## src/rtl/dco_freq_lock_if.sv

```systemverilog
// Signal bundle between the DCO frequency-lock controller and its environment.
// The master side drives the loop request, target and synchronised DCO count.
interface dco_freq_lock_if #(
    parameter int NCTRL = 64,
    parameter int CW    = 16
);
    logic             start;
    logic [CW-1:0]    target;
    logic [CW-1:0]    dco_cnt;
    logic             enable;
    logic [NCTRL-1:0] ctrl;
    logic             locked;
    logic             sat_hi;
    logic             sat_lo;
    logic [CW:0]      err;

    modport master (
        output start, target, dco_cnt,
        input  enable, ctrl, locked, sat_hi, sat_lo, err
    );

    modport slave (
        input  start, target, dco_cnt,
        output enable, ctrl, locked, sat_hi, sat_lo, err
    );
endinterface

```

## src/rtl/dco_freq_lock.sv

```systemverilog
// Frequency-lock loop for the ring DCO: counts DCO edges over a refclk window,
// compares to target and steps a thermometer control word one bit per window.
module dco_freq_lock #(
    parameter int NCTRL     = 64,
    parameter int CW        = 16,
    parameter int WIN_LOG2  = 4,
    parameter int SETTLE    = 8,
    parameter int LOCK_CNT  = 4,
    parameter int TOL       = 2,
    parameter int INIT_CODE = 32
) (
    input logic            refclk,
    input logic            reset,
    dco_freq_lock_if.slave bus
);
    localparam int CODE_W = $clog2(NCTRL + 1);
    localparam int TW_A   = (WIN_LOG2 > $clog2(SETTLE)) ? WIN_LOG2 : $clog2(SETTLE);
    localparam int TW     = (TW_A < 1) ? 1 : TW_A;
    localparam int LW     = $clog2(LOCK_CNT + 1);
    localparam int EW     = CW + 1;

    localparam logic [TW-1:0]        SETTLE_LAST = TW'(SETTLE - 1);
    localparam logic [TW-1:0]        WIN_LAST    = TW'((1 << WIN_LOG2) - 1);
    localparam logic [CODE_W-1:0]    CODE_MAX    = CODE_W'(NCTRL);
    localparam logic [CODE_W-1:0]    CODE_INIT   = CODE_W'(INIT_CODE);
    localparam logic [LW-1:0]        LOCK_MAX    = LW'(LOCK_CNT);
    localparam logic signed [EW-1:0] TOL_P       = EW'(TOL);
    localparam logic signed [EW-1:0] TOL_N       = -EW'(TOL);

    typedef enum logic [1:0] {
        S_IDLE    = 2'd0,
        S_SETTLE  = 2'd1,
        S_MEASURE = 2'd2,
        S_UPDATE  = 2'd3
    } state_t;

    function automatic logic [NCTRL-1:0] therm(input logic [CODE_W-1:0] code);
        logic [NCTRL-1:0] t;
        for (int i = 0; i < NCTRL; i++) begin
            t[i] = (i < int'(code));
        end
        return t;
    endfunction

    state_t              state_r, state_nx_s;
    logic [TW-1:0]       timer_r, timer_nx_s;
    logic [CODE_W-1:0]   code_r, code_nx_s;
    logic [CW-1:0]       snap_r, snap_nx_s;
    logic [CW-1:0]       meas_r, meas_nx_s;
    logic [LW-1:0]       lockcnt_r, lockcnt_nx_s;
    logic [NCTRL-1:0]    ctrl_r;
    logic                enable_r, enable_nx_s;
    logic                locked_r, locked_nx_s;
    logic                sat_hi_r, sat_hi_nx_s;
    logic                sat_lo_r, sat_lo_nx_s;
    logic signed [EW-1:0] err_r, err_nx_s, err_calc_s;
    logic                up_s, dn_s;

    // Next-state and next-output decode for the settle/measure/update loop.
    always_comb begin
        state_nx_s   = state_r;
        timer_nx_s   = timer_r;
        code_nx_s    = code_r;
        snap_nx_s    = snap_r;
        meas_nx_s    = meas_r;
        lockcnt_nx_s = lockcnt_r;
        enable_nx_s  = enable_r;
        locked_nx_s  = locked_r;
        sat_hi_nx_s  = sat_hi_r;
        sat_lo_nx_s  = sat_lo_r;
        err_nx_s     = err_r;
        err_calc_s   = {1'b0, bus.target} - {1'b0, meas_r};
        up_s         = (err_calc_s > TOL_P);
        dn_s         = (err_calc_s < TOL_N);

        if ((state_r != S_IDLE) && !bus.start) begin
            // Stopping keeps code and err so a restart resumes where it left off.
            state_nx_s   = S_IDLE;
            timer_nx_s   = '0;
            enable_nx_s  = 1'b0;
            locked_nx_s  = 1'b0;
            lockcnt_nx_s = '0;
        end else begin
            case (state_r)
                S_IDLE: begin
                    enable_nx_s = 1'b0;
                    timer_nx_s  = '0;
                    if (bus.start) begin
                        state_nx_s  = S_SETTLE;
                        enable_nx_s = 1'b1;
                    end else begin
                        state_nx_s  = S_IDLE;
                    end
                end
                S_SETTLE: begin
                    if (timer_r == SETTLE_LAST) begin
                        snap_nx_s  = bus.dco_cnt;
                        timer_nx_s = '0;
                        state_nx_s = S_MEASURE;
                    end else begin
                        timer_nx_s = timer_r + TW'(1);
                    end
                end
                S_MEASURE: begin
                    if (timer_r == WIN_LAST) begin
                        meas_nx_s  = bus.dco_cnt - snap_r;
                        timer_nx_s = '0;
                        state_nx_s = S_UPDATE;
                    end else begin
                        timer_nx_s = timer_r + TW'(1);
                    end
                end
                S_UPDATE: begin
                    err_nx_s = err_calc_s;
                    if (up_s) begin
                        code_nx_s = (code_r == CODE_MAX) ? code_r : code_r + CODE_W'(1);
                    end else if (dn_s) begin
                        code_nx_s = (code_r == '0) ? code_r : code_r - CODE_W'(1);
                    end else begin
                        code_nx_s = code_r;
                    end
                    sat_hi_nx_s = up_s && (code_nx_s == CODE_MAX);
                    sat_lo_nx_s = dn_s && (code_nx_s == '0);
                    if (!up_s && !dn_s) begin
                        lockcnt_nx_s = (lockcnt_r == LOCK_MAX) ? lockcnt_r : lockcnt_r + LW'(1);
                        locked_nx_s  = (lockcnt_nx_s == LOCK_MAX);
                    end else begin
                        lockcnt_nx_s = '0;
                        locked_nx_s  = 1'b0;
                    end
                    timer_nx_s = '0;
                    state_nx_s = S_SETTLE;
                end
                default: begin
                    state_nx_s  = S_IDLE;
                    timer_nx_s  = '0;
                    enable_nx_s = 1'b0;
                    locked_nx_s = 1'b0;
                end
            endcase
        end
    end

    // State and output registers; ctrl is always the thermometer image of the next code.
    always_ff @(posedge refclk) begin
        if (reset) begin
            state_r   <= S_IDLE;
            timer_r   <= '0;
            code_r    <= CODE_INIT;
            snap_r    <= '0;
            meas_r    <= '0;
            lockcnt_r <= '0;
            ctrl_r    <= therm(CODE_INIT);
            enable_r  <= 1'b0;
            locked_r  <= 1'b0;
            sat_hi_r  <= 1'b0;
            sat_lo_r  <= 1'b0;
            err_r     <= '0;
        end else begin
            state_r   <= state_nx_s;
            timer_r   <= timer_nx_s;
            code_r    <= code_nx_s;
            snap_r    <= snap_nx_s;
            meas_r    <= meas_nx_s;
            lockcnt_r <= lockcnt_nx_s;
            ctrl_r    <= therm(code_nx_s);
            enable_r  <= enable_nx_s;
            locked_r  <= locked_nx_s;
            sat_hi_r  <= sat_hi_nx_s;
            sat_lo_r  <= sat_lo_nx_s;
            err_r     <= err_nx_s;
        end
    end

    assign bus.enable = enable_r;
    assign bus.ctrl   = ctrl_r;
    assign bus.locked = locked_r;
    assign bus.sat_hi = sat_hi_r;
    assign bus.sat_lo = sat_lo_r;
    assign bus.err    = err_r;
endmodule

```

## src/flat_wrapper.sv

```systemverilog
// flat-port wrapper written by rule: the top's interface ports become plain ports
module dco_freq_lock_flat 
#(
    parameter int NCTRL     = 64,
    parameter int CW        = 16,
    parameter int WIN_LOG2  = 4,
    parameter int SETTLE    = 8,
    parameter int LOCK_CNT  = 4,
    parameter int TOL       = 2,
    parameter int INIT_CODE = 32
)
  (refclk, reset, bus_start, bus_target, bus_dco_cnt, bus_enable, bus_ctrl, bus_locked, bus_sat_hi, bus_sat_lo, bus_err);
  dco_freq_lock_if #(.NCTRL(NCTRL), .CW(CW)) bus_i ();
  input logic refclk;
  input logic reset;
  input wire logic [$bits(bus_i.start)-1:0] bus_start;
  input wire logic [$bits(bus_i.target)-1:0] bus_target;
  input wire logic [$bits(bus_i.dco_cnt)-1:0] bus_dco_cnt;
  output wire logic [$bits(bus_i.enable)-1:0] bus_enable;
  output wire logic [$bits(bus_i.ctrl)-1:0] bus_ctrl;
  output wire logic [$bits(bus_i.locked)-1:0] bus_locked;
  output wire logic [$bits(bus_i.sat_hi)-1:0] bus_sat_hi;
  output wire logic [$bits(bus_i.sat_lo)-1:0] bus_sat_lo;
  output wire logic [$bits(bus_i.err)-1:0] bus_err;
  assign bus_i.start = bus_start;
  assign bus_i.target = bus_target;
  assign bus_i.dco_cnt = bus_dco_cnt;
  assign bus_enable = bus_i.enable;
  assign bus_ctrl = bus_i.ctrl;
  assign bus_locked = bus_i.locked;
  assign bus_sat_hi = bus_i.sat_hi;
  assign bus_sat_lo = bus_i.sat_lo;
  assign bus_err = bus_i.err;
  dco_freq_lock #(.NCTRL(NCTRL), .CW(CW), .WIN_LOG2(WIN_LOG2), .SETTLE(SETTLE), .LOCK_CNT(LOCK_CNT), .TOL(TOL), .INIT_CODE(INIT_CODE)) u_core (.refclk(refclk), .reset(reset), .bus(bus_i));
endmodule
```

## config.mk

```make
export PLATFORM = sky130hd
export DESIGN_NAME = dco_freq_lock_flat
export DESIGN_NICKNAME = d
export VERILOG_FILES = /design/src/rtl/dco_freq_lock_if.sv /design/src/rtl/dco_freq_lock.sv /design/src/flat_wrapper.sv
export SDC_FILE = /design/constraint.sdc
export NUM_CORES = 1
export LEC_CHECK = 0
export ABC_CLOCK_PERIOD_IN_PS = 13100
export BUFFER_PORTS_ARGS = -buffer_cell sky130_fd_sc_hd__clkbuf_2
export CAP_MARGIN = 20
export CORE_UTILIZATION = 42
export CTS_BUF_LIST = sky130_fd_sc_hd__clkbuf_4 sky130_fd_sc_hd__clkbuf_8
export CTS_CLUSTER_DIAMETER = 40
export DETAILED_ROUTE_END_ITERATION = 10
export PLACE_DENSITY = 0.62
export SYNTH_ARGS = -nofsm -noshare
export SYNTH_HDL_FRONTEND = slang
export SYNTH_SLANG_ARGS = --single-unit
```

## constraint.sdc

```tcl
create_clock -name refclk -period 13.1 [get_ports refclk]
set_clock_uncertainty 0.2 [all_clocks]
set_input_delay 2.62 -clock refclk [delete_from_list [all_inputs] [get_ports refclk]]
set_output_delay 2.62 -clock refclk [all_outputs]
set_load 0.02 [all_outputs]
```

## Word-level counts from Yosys, hierarchy flattened

Index checks and enable logic that the tools add are counted.

- Order comparisons: 66
- Equality and inequality tests: 11
- Bitwise logic cells: 1
- $add $sub $neg: 6
- Reductions and logical operators: 17
- Mux-type cells: 19

Operators by type and width:

| kind | count |
|---|---|
| 6-bit by 7-bit less-than comparator with 1-bit output, first input constant | 32 |
| 5-bit by 7-bit less-than comparator with 1-bit output, first input constant | 16 |
| 4-bit by 7-bit less-than comparator with 1-bit output, first input constant | 8 |
| 7-bit two-way mux | 8 |
| 3-bit by 7-bit less-than comparator with 1-bit output, first input constant | 4 |
| 17-bit by 3-bit > comparator with 1-bit output, second input constant | 1 |
| 17-bit by 2-bit less-than comparator with 1-bit output, second input constant | 1 |
| 16-bit by 16-bit subtractor with 17-bit output | 1 |
| 16-bit subtractor | 1 |
| 7-bit equality test, second input constant | 2 |
| 7-bit logical NOT | 2 |
| 1-bit by 7-bit less-than comparator with 1-bit output, first input constant | 2 |
| 2-bit by 7-bit less-than comparator with 1-bit output, first input constant | 2 |
| 4-bit case mux with 3 select lines | 1 |
| 4-bit two-way mux | 2 |
| 2-bit case mux with 4 select lines | 1 |
| 7-bit by 1-bit adder with 7-bit output, second input constant | 1 |
| 7-bit by 1-bit subtractor with 7-bit output, second input constant | 1 |
| 3-bit equality test, second input constant | 2 |
| 3-bit two-way mux | 2 |
| 3-bit AND reduction | 2 |
| 4-bit by 1-bit adder with 4-bit output, second input constant | 1 |
| 2-bit equality test, second input constant | 2 |
| 4-bit by 3-bit equality test with 1-bit output, second input constant | 1 |
| other kinds (13) | 24 |

- Register bits after elaboration: 133
- Word-level logic and storage cells: 132
- Output and inout port bits: 85
- Bits of input ports: 35

## Longest topological paths before layout

- Word-level depth: 9
- Depth in mapped cells: 18
- Depth with buffers taken out: 15

## Worst setup path before layout

OpenSTA, ideal clock, no wires.

- Path type: input-to-reg
- Start: input port bus_target[0]
- End: register u_core.ctrl_r[28] (netlist: u_core.bus.ctrl[28])
- Path slack: 6549 ps
- Path buffers: 1
- Required time: 12764 ps
- Library setup time: 136 ps
- Arrival time: 6215 ps
- Stages on the path: 16
- Cell sequence: inv_1 -> ha_1 -> fa_1 -> nand2b_1 -> a21oi_1 -> o211ai_1 -> mux2i_1 -> nand3_1 -> or4_4 -> or4_1 -> buf_2 -> nand2_4 -> o21ai_1 -> xnor2_4 -> o21bai_1 -> o21ai_1

- Word-level cells in the longest chain between the ends: 9
- Elaborated cells between the ends (all ways): 10
- Classes of those cells: 1 x add/sub; 3 x order compare; 6 x mux

RTL lines:

| element | RTL line | RTL |
|---|---|---|
| start, declared | flat_wrapper.sv:17 | `input wire logic [$bits(bus_i.target)-1:0] bus_target;` |
| 16-bit by 16-bit subtractor with 17-bit output * | dco_freq_lock.sv:72 | `err_calc_s = {1'b0, bus.target} - {1'b0, meas_r};` |
| 17-bit by 2-bit less-than comparator with 1-bit output | dco_freq_lock.sv:74 | `dn_s = (err_calc_s < TOL_N);` |
| 7-bit two-way mux | dco_freq_lock.sv:117 | `end else if (dn_s) begin` |
| 7-bit two-way mux * | dco_freq_lock.sv:115 | `if (up_s) begin` |
| 7-bit two-way mux * | dco_freq_lock.sv:84 | `case (state_r)` |
| 7-bit two-way mux * | dco_freq_lock.sv:76 | `if ((state_r != S_IDLE) && !bus.start) begin` |
| 7-bit two-way mux * | dco_freq_lock.sv:84 |  |
| 7-bit two-way mux * | dco_freq_lock.sv:76 |  |
| 5-bit by 7-bit less-than comparator with 1-bit output * | dco_freq_lock.sv:40 | `t[i] = (i < int'(code));` |
| end signal, assigned | dco_freq_lock.sv:153 | `ctrl_r <= therm(CODE_INIT);` |
| end signal, assigned | dco_freq_lock.sv:166 | `ctrl_r <= therm(code_nx_s);` |
| end, declared | dco_freq_lock.sv:51 | `logic [NCTRL-1:0] ctrl_r;` |

Every way passes the cells marked *; elsewhere a longest branch is shown, timed or not. The select of a mux whose other input is x is not followed.
A chain may end at the register's enable or synchronous reset.

## Worst setup path in the final report

- Start: input port bus_target[0]
- End: register u_core.ctrl_r[26] (netlist: u_core.bus.ctrl[26])

The elaborated chain is that of the path after synthesis.

==> results <==
- The final count of pins violating max slew is 0.
- Along the worst path, the maximum fanout reaches 13.
- The final clock period utilization by the worst path is 53.89%.
- STA puts the critical path data arrival time at 7200 ps.
- For the pin with the worst max-slew slack, the measured transition is ~900 ps.
- Across the run, the number of max-cap violations was 0.
- The library cell used most frequently in the layout, excluding fill and tap cells, is sky130_fd_sc_hd__dfxtp_1.
- The via total after detailed routing is 5,948.
- The number of remaining DRC errors is 0.
- The multiplexer area fraction after synthesis is approximately 3.4%.
- At the end of the flow the core is filled with cells to between 50% and 60%.
- Walking the worst path, the cells encountered are clkbuf_2 -> inv_1 -> ha_1 -> fa_1 -> nand2b_1 -> a21oi_1 -> o211ai_1 -> mux2i_1 -> nand3_1 -> or4_4 -> or4_1 -> nand2_4 -> o22a_1 -> and2_1 -> a21boi_1 -> o21ai_1.
- The area share of the leading cell type in the synthesized netlist is a little under two fifths.
- For this run, the top clock speed supported by timing is 0.1417 GHz.
- After synthesis, the cell types taking the most area are sky130_fd_sc_hd__dfxtp_1, sky130_fd_sc_hd__ha_1, sky130_fd_sc_hd__a21oi_1.
- The count of standard-cell rows is 46.
- The relative area change from synthesis to final layout is 15.87%.
- Summing the sequential cell areas from Yosys gives a little under two fifths of the chip area.
- The number of nets in the layout is between 900 and 1,000.
- The worst setup path is of the primary input to flop kind.
- The initial utilization of the core area, before any placement, comes to between 40 and 50%.
- The synthesized netlist occupies a cell area of ~0.007 mm².
- The adder-cell share of the synthesized area is between 8 and 9%.
- The number of global-route vias before repair is roughly 5,600.
- The summed area of non-filler cells in the final layout is 0.008050 mm².
- The per-cell routed wire length is around 15 µm.
- After clock tree synthesis, the clock-pin slew on the worst setup and hold paths is 90 ps.
- Headroom to the max-slew limit came out at 39.64%.
- The cell type with the highest aggregate area in the netlist is sky130_fd_sc_hd__dfxtp_1.
- The total overflow left after global routing is 0.
- The maximum root-to-sink buffer count is 2.
- The count of endpoints failing hold in the final timing report is 0.
- The residual antenna-violating net count after detailed routing is 0.
- The congestion estimate from routability-driven global placement came to ~0.86.
- For this run, the number of Yosys warnings is 0.
- The number of buffer and inverter stages on the critical path is 2.
- Setup repair after global routing left no endpoint under its margin.
- The root buffer cell chosen for the clock tree is sky130_fd_sc_hd__clkbuf_8.
- The peak supply drop is 78.57 µV.
- The number of I/O pins is between 100 and 150.
- When the netlist entered floorplanning its net count stood at 900.
- After Yosys synthesis, XOR and XNOR cells account for under 10% of the synthesized area.
- The number of antenna diodes is 0.
- In this run the worst hold path is classified as flop to flop.
- Dividing total power by cell area gives a power density of 129.3 mW/mm².
- The number of antenna violations at the first check in global routing is 0.
- The die height is between 100 and 150 µm.
- The die area is 0.01706 mm².
- Counting the buffers created by CTS gives 17.
- The final HPWL from detailed placement is about 12,000 µm.
- STA puts the critical path data required time at 13,240 ps.
- Across every metal layer, demand over resource in global routing totals slightly above 20%.
- The wire length of the first global-routing pass is ~27,000 µm.
- In the layout the commonest cells are sky130_fd_sc_hd__dfxtp_1, sky130_fd_sc_hd__clkbuf_2, sky130_fd_sc_hd__nand2_1.
- The total iterations of the first detailed-routing run is 4.
- The die span in x is 130.6 µm.
- The maximum number of pins on one net before global-route repair is between 60 and 70.
- The design draws between 1 and 1.5 mW.
- The total setup buffers inserted after CTS is 0.
- Once placement finished, the instance area stood at 0.007634 mm².
- The number of synthesized register bits is approximately 130.
- The later-pin clock latency in the skew report is roughly 470 ps.
- The routed design has around 17,000 µm of wire.
- The distinct cell type count of the synthesized netlist is 86.
- The H-tree depth reported by CTS is 4.
- In this run, synthesis inferred 0 flip-flops with an integrated enable.
- The CTS tree is done.
- For this run, the leading register cell type out of synthesis is sky130_fd_sc_hd__dfxtp_1.
- The synthesized instance count is between 800 and 900.
- Setup violations remaining at the end of the flow were counted as 0.
- The worst setup slack after layout is 6041 ps.
- The CTS sink count is roughly 130.
- The iteration-0 DRC count of the detailed router is around 310.
- In this run, post-CTS repair resized a total of 0 instances.
- The master of the slowest instance on the critical path is sky130_fd_sc_hd__a21boi_1.
- The count of buffers inserted at the top-level ports is 119.
- For this run, the slowest stage of the critical path takes between 600 and 700 ps.
- The dominant combinational cell family by area after synthesis is simple AND/OR/NAND/NOR gates.
- Summing the areas of all compound-gate instances in the mapped netlist gives between 10% and 20% of the synthesized area.
- After Yosys synthesis, and, or, nand and nor cells account for a little over a fifth of the synthesized area.
- The time the worst path needs with I/O delays and setup is between 7000 and 8000 ps.
- The leakage component of the power is approximately 3.3 nW.
- In the synthesized netlist the async set-or-reset flop fraction comes to 0%.
- The post-route netlist has between 20 and 25% of its cells at a drive strength greater than 1.
- The kind of end point of the critical path is a flop.
- The run finished with clean final reports.
- After synthesis, the mean cell area works out to 8.463 µm².
- The final-layout setup total negative slack is 0 ps.
- On the critical path the largest part of the delay comes from simple AND/OR/NAND/NOR gates.
- Using the TritonRoute via totals, the vias-per-cell ratio works out to 5.181.
- The type of element launching the critical path is a primary input.
- After floorplanning, the core was sized to cover 0.01600 mm².
- The placement-stage worst setup slack is ~5600 ps.
- For this design, the CTS-stage hold fixing added 0 buffers.
[registers in the layout, indices dropped and copies added, names as in the netlist, 2 cells and up]
register	count
u_core.snap_r	16
u_core.bus.ctrl	64
u_core.timer_r	4
u_core.meas_r	16
u_core.lockcnt_r	3
u_core.bus.err	17
u_core.code_r	6
u_core.state_r	2
[per-layer routing]
metal | wire (µm) | GRT usage (%)
met3 | 660 | 4.927
met5 | 0 | 0
met2 | 8258 | 35.20
met1 | 7538 | 25.37
met4 | 293 | 7.843
[logic make-up after synthesis]
| logic type | count (synthesis) |
|---|---|
| AND/OR/NAND/NOR | 292 |
| XOR/XNOR | 25 |
| flip-flops | 132 |
| AO/OA/AOI/OAI | 202 |
| adder cells (fa/ha/maj) | 44 |
| buffers and inverters | 103 |
| multiplexers | 23 |
[layout make-up]
cell class | count | area, µm²
fillers | 1625 | 7950
clock inverters | 15 | 182.7
well taps | 216 | 270.3
inverters | 59 | 221.5
flip-flops and latches | 132 | 2643
repair buffers | 123 | 625.6
clock buffers | 17 | 234.0
multi-input cells | 586 | 3874
[per-stage QoR]
step	hold slack, ps	instances
2_1_floorplan	217.9	821
3_3_place_gp	232.9	1116
3_5_place_dp	239.7	1116
4_1_cts	253.6	1148
5_1_grt	276.5	1148
6_report	250.5	1148
[worst paths after layout]
| kind | depth (start not counted) | start | slack [ps] | endpoint |
|---|---|---|---|---|
| max | 16 | bus_target[0] | 6040 | u_core.bus.ctrl[26] |
| min reg2reg | 1 | u_core.timer_r[0] | 250 | u_core.timer_r[0] |
| max reg2reg | 14 | u_core.meas_r[4] | 7940 | u_core.bus.ctrl[26] |
| min | 1 | u_core.timer_r[0] | 250 | u_core.timer_r[0] |
[power breakdown]
group | switching [mW] | leakage (nW) | internal, mW
Clock | 0.189 | 0.216 | 0.178
Combinational | 0.148 | 2.00 | 0.0819
Sequential | 0.0146 | 1.07 | 0.430
[Yosys cell counts, types with 11 or more instances]
master / n
sky130_fd_sc_hd__dfxtp_1: 132
sky130_fd_sc_hd__nand2_1: 84
sky130_fd_sc_hd__a21oi_1: 79
sky130_fd_sc_hd__nor2_1: 76
sky130_fd_sc_hd__inv_1: 56
sky130_fd_sc_hd__ha_1: 42
sky130_fd_sc_hd__clkbuf_1: 27
sky130_fd_sc_hd__nor3_1: 26
sky130_fd_sc_hd__nand3_1: 21
sky130_fd_sc_hd__o21ai_1: 21
sky130_fd_sc_hd__mux2i_1: 20
sky130_fd_sc_hd__o21ai_0: 20
sky130_fd_sc_hd__xnor2_1: 15
sky130_fd_sc_hd__a211oi_1: 11
sky130_fd_sc_hd__and3_1: 11
sky130_fd_sc_hd__nand2b_1: 11
[worst reg2reg max path, stage by stage (launching register included)]
cell	delay (ps)
sky130_fd_sc_hd__dfxtp_1	340
sky130_fd_sc_hd__inv_1	50
sky130_fd_sc_hd__ha_1	350
sky130_fd_sc_hd__a21o_1	230
sky130_fd_sc_hd__or4_1	450
sky130_fd_sc_hd__o211ai_1	290
sky130_fd_sc_hd__mux2i_1	240
sky130_fd_sc_hd__nand3_1	140
sky130_fd_sc_hd__or4_4	550
sky130_fd_sc_hd__or4_1	600
sky130_fd_sc_hd__nand2_4	190
sky130_fd_sc_hd__o22a_1	150
sky130_fd_sc_hd__and2_1	480
sky130_fd_sc_hd__a21boi_1	630
sky130_fd_sc_hd__o21ai_1	140
Note: power is estimated with default switching activity, not from simulation.
